==> src/rtl/apb_slave_regs.sv <==
// APB slave with eight 32-bit registers: R0..R6 read/write, R7 a read-only ID constant.
// Latency: pready in the (WAIT_STATES+1)-th ACCESS cycle; prdata, pready and pslverr are decoded from registered state.
// Backpressure: wait states hold pready low; dropping psel before the response aborts with no register update.
//
// Ports:
//   hclk, hresetn            clock and asynchronous active-low reset
//   psel[2:0]                one-hot slave selects; only bit SLAVE_ID is used
//   penable, pwrite          APB ACCESS-phase flag and direction (1 = write)
//   paddr[31:0], pwdata      byte address (bits [31:12] ignored) and write data
//   prdata, pready, pslverr  read data, transfer done, error response
module apb_slave_regs #(
  parameter int          SLAVE_ID    = 0,
  parameter int          WAIT_STATES = 0,
  parameter logic [31:0] ID_VALUE    = 32'hA5B0_0001
) (
  input  logic        hclk,
  input  logic        hresetn,
  input  logic [2:0]  psel,
  input  logic        penable,
  input  logic        pwrite,
  input  logic [31:0] paddr,
  input  logic [31:0] pwdata,
  output logic [31:0] prdata,
  output logic        pready,
  output logic        pslverr
);

  typedef enum logic [1:0] {
    S_IDLE  = 2'd0,
    S_SETUP = 2'd1,
    S_WAIT  = 2'd2,
    S_RESP  = 2'd3
  } state_t;

  localparam logic [3:0] LP_WS = WAIT_STATES[3:0];

  state_t      r_state;
  state_t      w_state;
  state_t      w_next;
  logic [3:0]  r_cnt;
  logic [2:0]  r_idx;
  logic        r_write;
  logic [31:0] r_wdata;
  logic        r_err;
  logic [31:0] r_regs [7];

  logic        w_sel;
  logic        w_err_dec;
  logic        w_latch;
  logic        w_dir_err;
  logic        w_cnt_dec;
  logic [31:0] w_rd_val;
  logic        w_unused;

  assign w_sel    = psel[SLAVE_ID];
  assign w_unused = ^{paddr[31:12], psel};

  assign w_err_dec = (paddr[1:0] != 2'b00) || (paddr[11:5] != 7'd0) ||
                     (pwrite && (paddr[4:2] == 3'd7));

  // SETUP is the APB setup-phase cycle itself: it is recognised combinationally
  // from IDLE (or from RESP for back-to-back) so that the setup values are
  // captured at the edge ending that cycle and a zero-wait transfer answers in
  // the first ACCESS cycle.
  always_comb begin
    w_state   = r_state;
    w_next    = S_IDLE;
    w_latch   = 1'b0;
    w_dir_err = 1'b0;
    w_cnt_dec = 1'b0;
    if (((r_state == S_IDLE) || (r_state == S_RESP)) && w_sel && !penable) begin
      w_state = S_SETUP;
    end
    case (w_state)
      S_IDLE: begin
        // ACCESS without a setup phase is answered with an error.
        if (w_sel && penable) begin
          w_next    = S_RESP;
          w_dir_err = 1'b1;
        end
      end
      S_SETUP: begin
        w_latch = 1'b1;
        w_next  = (LP_WS == 4'd0) ? S_RESP : S_WAIT;
      end
      S_WAIT: begin
        if (!w_sel) begin
          w_next = S_IDLE;
        end else if (penable) begin
          w_cnt_dec = 1'b1;
          w_next    = (r_cnt <= 4'd1) ? S_RESP : S_WAIT;
        end else begin
          w_next = S_WAIT;
        end
      end
      S_RESP:  w_next = S_IDLE;
      default: w_next = S_IDLE;
    endcase
  end

  always_ff @(posedge hclk or negedge hresetn) begin
    if (!hresetn) begin
      r_state <= S_IDLE;
    end else begin
      r_state <= w_next;
    end
  end

  always_ff @(posedge hclk or negedge hresetn) begin
    if (!hresetn) begin
      r_cnt   <= 4'd0;
      r_idx   <= 3'd0;
      r_write <= 1'b0;
      r_wdata <= 32'h0;
      r_err   <= 1'b0;
    end else if (w_latch) begin
      r_cnt   <= LP_WS;
      r_idx   <= paddr[4:2];
      r_write <= pwrite;
      r_wdata <= pwdata;
      r_err   <= w_err_dec;
    end else if (w_dir_err) begin
      r_write <= pwrite;
      r_err   <= 1'b1;
    end else if (w_cnt_dec) begin
      r_cnt <= r_cnt - 4'd1;
    end
  end

  // Writes commit at the edge closing the response cycle, so an abort or a
  // reset before the response leaves the register file untouched.
  always_ff @(posedge hclk or negedge hresetn) begin
    if (!hresetn) begin
      for (int i = 0; i < 7; i++) begin
        r_regs[i] <= 32'h0;
      end
    end else if ((r_state == S_RESP) && r_write && !r_err) begin
      for (int i = 0; i < 7; i++) begin
        if (r_idx == 3'(i)) begin
          r_regs[i] <= r_wdata;
        end
      end
    end
  end

  always_comb begin
    w_rd_val = ID_VALUE;
    for (int i = 0; i < 7; i++) begin
      if (r_idx == 3'(i)) begin
        w_rd_val = r_regs[i];
      end
    end
  end

  assign pready  = (r_state == S_RESP);
  assign pslverr = pready && r_err;
  assign prdata  = (pready && !r_err && !r_write) ? w_rd_val : 32'h0;

endmodule

==> config.mk <==
export PLATFORM = sky130hd
export DESIGN_NAME = apb_slave_regs
export DESIGN_NICKNAME = d
export VERILOG_FILES = /design/src/rtl/apb_slave_regs.sv
export SDC_FILE = /design/constraint.sdc
export NUM_CORES = 1
export LEC_CHECK = 0
export ABC_AREA = 0
export BUFFER_PORTS_ARGS = -buffer_cell sky130_fd_sc_hd__buf_2
export CORE_MARGIN = 10
export CORE_UTILIZATION = 60
export CTS_BUF_LIST = sky130_fd_sc_hd__clkbuf_4 sky130_fd_sc_hd__clkbuf_8
export DETAILED_ROUTE_END_ITERATION = 12
export PLACE_DENSITY = 0.85
export SLEW_MARGIN = 25
export SYNTH_ARGS = -nofsm -noshare
export SYNTH_HDL_FRONTEND = slang
export SYNTH_SLANG_ARGS = --single-unit
==> constraint.sdc <==
create_clock -name hclk -period 5.23 [get_ports hclk]
set_input_delay 0.2615 -clock hclk [delete_from_list [all_inputs] [get_ports hclk]]
set_output_delay 0.2615 -clock hclk [all_outputs]
set_load 0.05 [all_outputs]
# Word-level counts from Yosys, hierarchy flattened
# Index checks and enable logic that the tools add are counted.
totals:
  ff_bits: 267
  memories: 0
  out_inout_bits: 34
  wordCells: 84
  inputBits: 71
  latchBits: 0
  mem_bits_ro: 0
  ram_bits: 0
classes:
  mul: 0
  n_shift: 0
  n_addsub: 1
  n_eq_ne: 12
  magnitude_cmp: 1
  mux: 27
  n_reduce_logical: 30
  div_mod_pow: 0
  bitwise: 0
op_table:
  columns: ["cell", "n"]
  rows:
  - ["32-bit 2-to-1 mux", 8]
  - ["2-bit AND reduction", 8]
  - ["3-bit == test, second input constant", 4]
  - ["1-bit 2-to-1 mux", 12]
  - ["4-bit 2-to-1 mux", 3]
  - ["1-bit logical AND", 9]
  - ["2-bit one-hot mux with 4 select lines", 1]
  - ["7-bit nonzero test", 1]
  - ["2-bit == test, second input constant", 3]
  - ["3-bit by 2-bit == test with 1-bit output, second input constant", 2]
  - ["2-bit 2-to-1 mux", 3]
  - ["2-bit nonzero test", 3]
  - ["4-bit by 1-bit less-or-equal comparator with 1-bit output, second input constant", 1]
  - ["2-bit zero test", 2]
  - ["4-bit by 1-bit subtractor with 4-bit output, second input constant", 1]
  - ["3-bit by 1-bit == test with 1-bit output, second input constant", 1]
  - ["1-bit zero test", 3]
  - ["3-bit zero test", 1]
  - ["1-bit logical OR", 3]
  - ["2-bit by 1-bit == test with 1-bit output, second input constant", 1]
  - ["2-bit != test, second input constant", 1]

# Longest topological paths before layout
logic_depth:
  depth_word: 10
  depth_mapped: 7

# Least setup slack after synthesis
# Ideal clock, no wire load.
synth_path:
  path_type: "reg2out"
  startpoint: "register r_state[1]"
  endpoint: "output prdata[20]"
  setup_slack_ps: 2125
  arrival_time_ps: 2844
  required_time_ps: 4969
  stages_incl_launch_ff: 6
  cell_sequence: "dfrtp_1 -> ha_1 -> nor3b_1 -> clkbuf_1 -> o21ai_0 -> a211oi_1"
synth_between:
  elab_chain_len: 4
synth_lines:
  columns: ["element", "line_no", "source"]
  rows:
  - ["from (decl)", "37", "state_t r_state;"]
  - ["from (signal assigned)", "105", "r_state <= w_next;"]
  - ["2-bit == test", "155", "assign pready = (r_state == S_RESP);"]
  - ["via pready", "24", "output logic pready,"]
  - ["1-bit logical AND (2 in series)", "157", "assign prdata = (pready && !r_err && !r_write) ? w_rd_val : 32'h0;"]
  - ["32-bit 2-to-1 mux", "157", null]
  - ["to (decl)", "23", "output logic [31:0] prdata,"]
# The timed path passes the listed nets, and every way through them passes these cells.

# Worst setup path after layout
layout_path:
  startpoint: "register r_idx[2]"
  endpoint: "output prdata[1]"
layout_between:
  elab_chain_len: 9
layout_lines:
  columns: ["element", "line_no", "source"]
  rows:
  - ["from (decl)", "41", "logic [2:0] r_idx;"]
  - ["from (signal assigned)", "118", "r_idx <= paddr[4:2];"]
  - ["3-bit zero test", "149", "if (r_idx == 3'(i)) begin"]
  - ["32-bit 2-to-1 mux (6 in series)", "149", null]
  - ["32-bit 2-to-1 mux (*)", "149", null]
  - ["32-bit 2-to-1 mux (*)", "157", null]
# Every way passes the cells marked *; elsewhere a longest branch is shown, timed or not.

==> impl_metrics.toml <==
[yosys]
ys_ff_latch = 267
yosys_most_used_dff = "dfrtp_1"
synth_edf_count = 0
synth.distinct_cells = 38
synth_nets = 1050
yosysWarnings = 0
yosysTopAreaCell = "dfrtp_1"
syn-cell-area_um2 = 12300
seq_area_frac_synth_pct = 54.4
synthTopCellsByArea = "dfrtp_1 (54%), mux2_2 (23%), mux2_1 (4.1%)"
synthCells = 976
syn_avg_cell_area_um2 = 12.6
async_flop_share_pct = 100
synth_top_area_share_pct = 54.4

[worst_setup_path]
rrSetupSlack_ns = 2.25
critPathKind = "flip-flop to output pin"
critPathMaxStageDelay_ns = 0.99
worstPathRequired_ns = 4.97
start_kind = "flip-flop"
cp_max_fo = 43
cp-end-kind = "output pin"
cpMaxStageDelayCell = "dfrtp_2"
path_common_cell = "buf_4"
cp_num_buf_inv = 3
cp.arrival_ns = 3.67
crit_family = "buffers and inverters"
cp_cell_sequence = "buf_4, nand2b_1, buf_4, o221ai_1, a21oi_1, buf_2"

[global_routing]
grt_antenna_before_repair = 0
track_usage_pct = 21.5
grt_max_degree = 137
grt_pass1_wl_mm = 46.3
grt-ovfl-total = 0
grt_pass1_vias = 8852

[clock_network]
post_cts_resize_count = 0
cts_buffers = 43
cts-root-buf = "clkbuf_8"
cts_tree = "yes"
insertion_delay_ns = 0.56
cts_buffer_depth = 3
clk_pin_slew_ns = 0.06
clkSinkCount = 267
h-tree-depth = 2

[sta]
clock_skew_ns = 0.0267
rsz0062_at_grt = "false"
fin_crit_sh_pct = 75.1
fmax_mhz = 254
hold_slack_ns = 0.0966
finalSetupViolations = 0
relSlewSlack_pct = 30.0
hold_viol = 0
worstMarginPinSlew_ns = 1.05
maxSlewViolCount = 0
fin_tns_setup_ns = 0
finalCriticalPeriod_ns = 3.93

[place]
routabilityCongestion = 0.787
port_buffers = 82
dpl-instance-area_um2 = 12900
dp_hpwl_mm = 16.4

[layout]
design_area_um2 = 14200
layout-drive-gt1-share_pct = 38.9
n_antenna_cell = 0
final_common_cell = "dfrtp_1"
final_cell_mix = "dfrtp_1 (264), mux2_2 (247), buf_2 (81), a21oi_1 (74), o21ai_0 (59)"
num-fill-cells = 1395
nets = 1158
syn_to_final_growth_pct = 15.3

[routing]
routedWlPerCell_um = 20.6
firstDrtPassIters = 5
drt_wl_total_mm = 28.5
drc_errors = 0
drtIter0Drc = 650
avgViaCountPerCell = 6.07
via_count = 8398
drtAntennaViolNets = 0

[floorplanning]
dieWidth_um = 163
ioPinCount = 105
die_h_um = 163
start_util_pct = 60.9
dieArea_um2 = 26600
rows = 52
core_um2 = 20200

[power]
ir_drop_v = 0.000503
p_per_area_nw_per_um2 = 422
power_leakage_nw = 6.89

[flow_run]
cap_violations = 0

[status]
status = "complete, no violations"

[worst_hold_path]
hp-class = "primary input to flip-flop"
==> power by group <==
part | switching [mW] | internal, mW
clock network | 0.783 | 0.994
registers | 0.456 | 2.25
logic | 0.885 | 0.611
==> worst min-delay path: cells and delay by family <==
family                 cells  cell delay, ns
buffers and inverters      1            0.08
AND/OR/NAND/NOR            3            0.18
AO/OA/AOI/OAI              1            0.10
==> repair_timing <==
item	4_1_cts	5_1_grt
buffers inserted	0	0
hold buffers	38	0
hold endpoints to repair	172	0
==> metrics by stage <==
stage | instances | util [%] | power [mW] | setup slack [ns]
final | 1383 | 70.2 | 5.98 | 1.30
after global routing | 1383 | 70.2 | 6.28 | 1.26
after CTS | 1382 | 70.1 | 5.98 | 1.42
after detailed placement | 1270 | 64.0 | 4.17 | 2.02
after global placement | 1269 | 63.8 | 4.11 | 2.02
after floorplan | 976 | - | 3.67 | 2.12
==> synthesized netlist by cell type (4+ instances only) <==
library cell  number
dfrtp_1          267
mux2_2           247
a21oi_1           75
o21ai_0           59
mux2_1            45
buf_2             34
nor2_1            31
clkbuf_1          29
inv_1             28
nand2b_1          27
a22oi_1           24
o221ai_1          24
nor2b_1           11
o22ai_1            9
a211oi_1           8
a31oi_1            8
o32ai_1            8
buf_1              6
buf_4              4
nand2_1            4
nand3_1            4
==> cells by family (layout without fill, tap and decap cells) <==
| family | after synthesis | in the layout | share of synthesized area [%] |
|---|---|---|---|
| multiplexers | 293 | 293 | 26.8 |
| flip-flops | 267 | 267 | 54.4 |
| AO/OA/AOI/OAI | 217 | 217 | 10.7 |
| buffers and inverters | 101 | 238 | 3.55 |
| AND/OR/NAND/NOR | 94 | 94 | 4.16 |
| adder cells (fa/ha/maj) | 3 | 3 | 0.306 |
| XOR/XNOR | 1 | 1 | 0.0713 |
==> area by class of cell <==
class                   count  area, um2  area share [%]
flip-flops and latches    267       6690            47.2
well taps                 270        338            2.38
multi-input cells         608       5210            36.8
clock inverters             5       31.3           0.221
repair buffers            136        973            6.87
clock buffers              69        825            5.82
inverters                  28        105           0.742
==> sequential cells by signal (all words and copies together), names as in the netlist <==
| name | flops |
|---|---|
| r_cnt | 4 |
| r_err | 1 |
| r_idx | 3 |
| r_regs | 224 |
| r_state | 2 |
| r_wdata | 32 |
| r_write | 1 |
==> layer usage <==
metal | vias to the layer above | GRT usage [%] | share of wire, %
met4 | 0 | 5.94 | 1.7
met3 | 43 | 4.23 | 6.1
met2 | 264 | 35.6 | 49
met5 | - | 0 | 0
met1 | 4322 | 28.3 | 44
li1 | 3769 | - | -
==> path summary, 6_finish.rpt <==
check | start | end | cells after the start
max | r_idx[2] | prdata[1] | 6
min | paddr[6] | r_err | 5
max reg2reg | r_idx[2] | r_regs[86] | 3
min reg2reg | r_regs[133] | r_regs[133] | 1
max in group asynchronous | hresetn | r_regs[27] | 4
min in group asynchronous | hresetn | r_wdata[31] | 2
(Power assumes the default switching activity.)
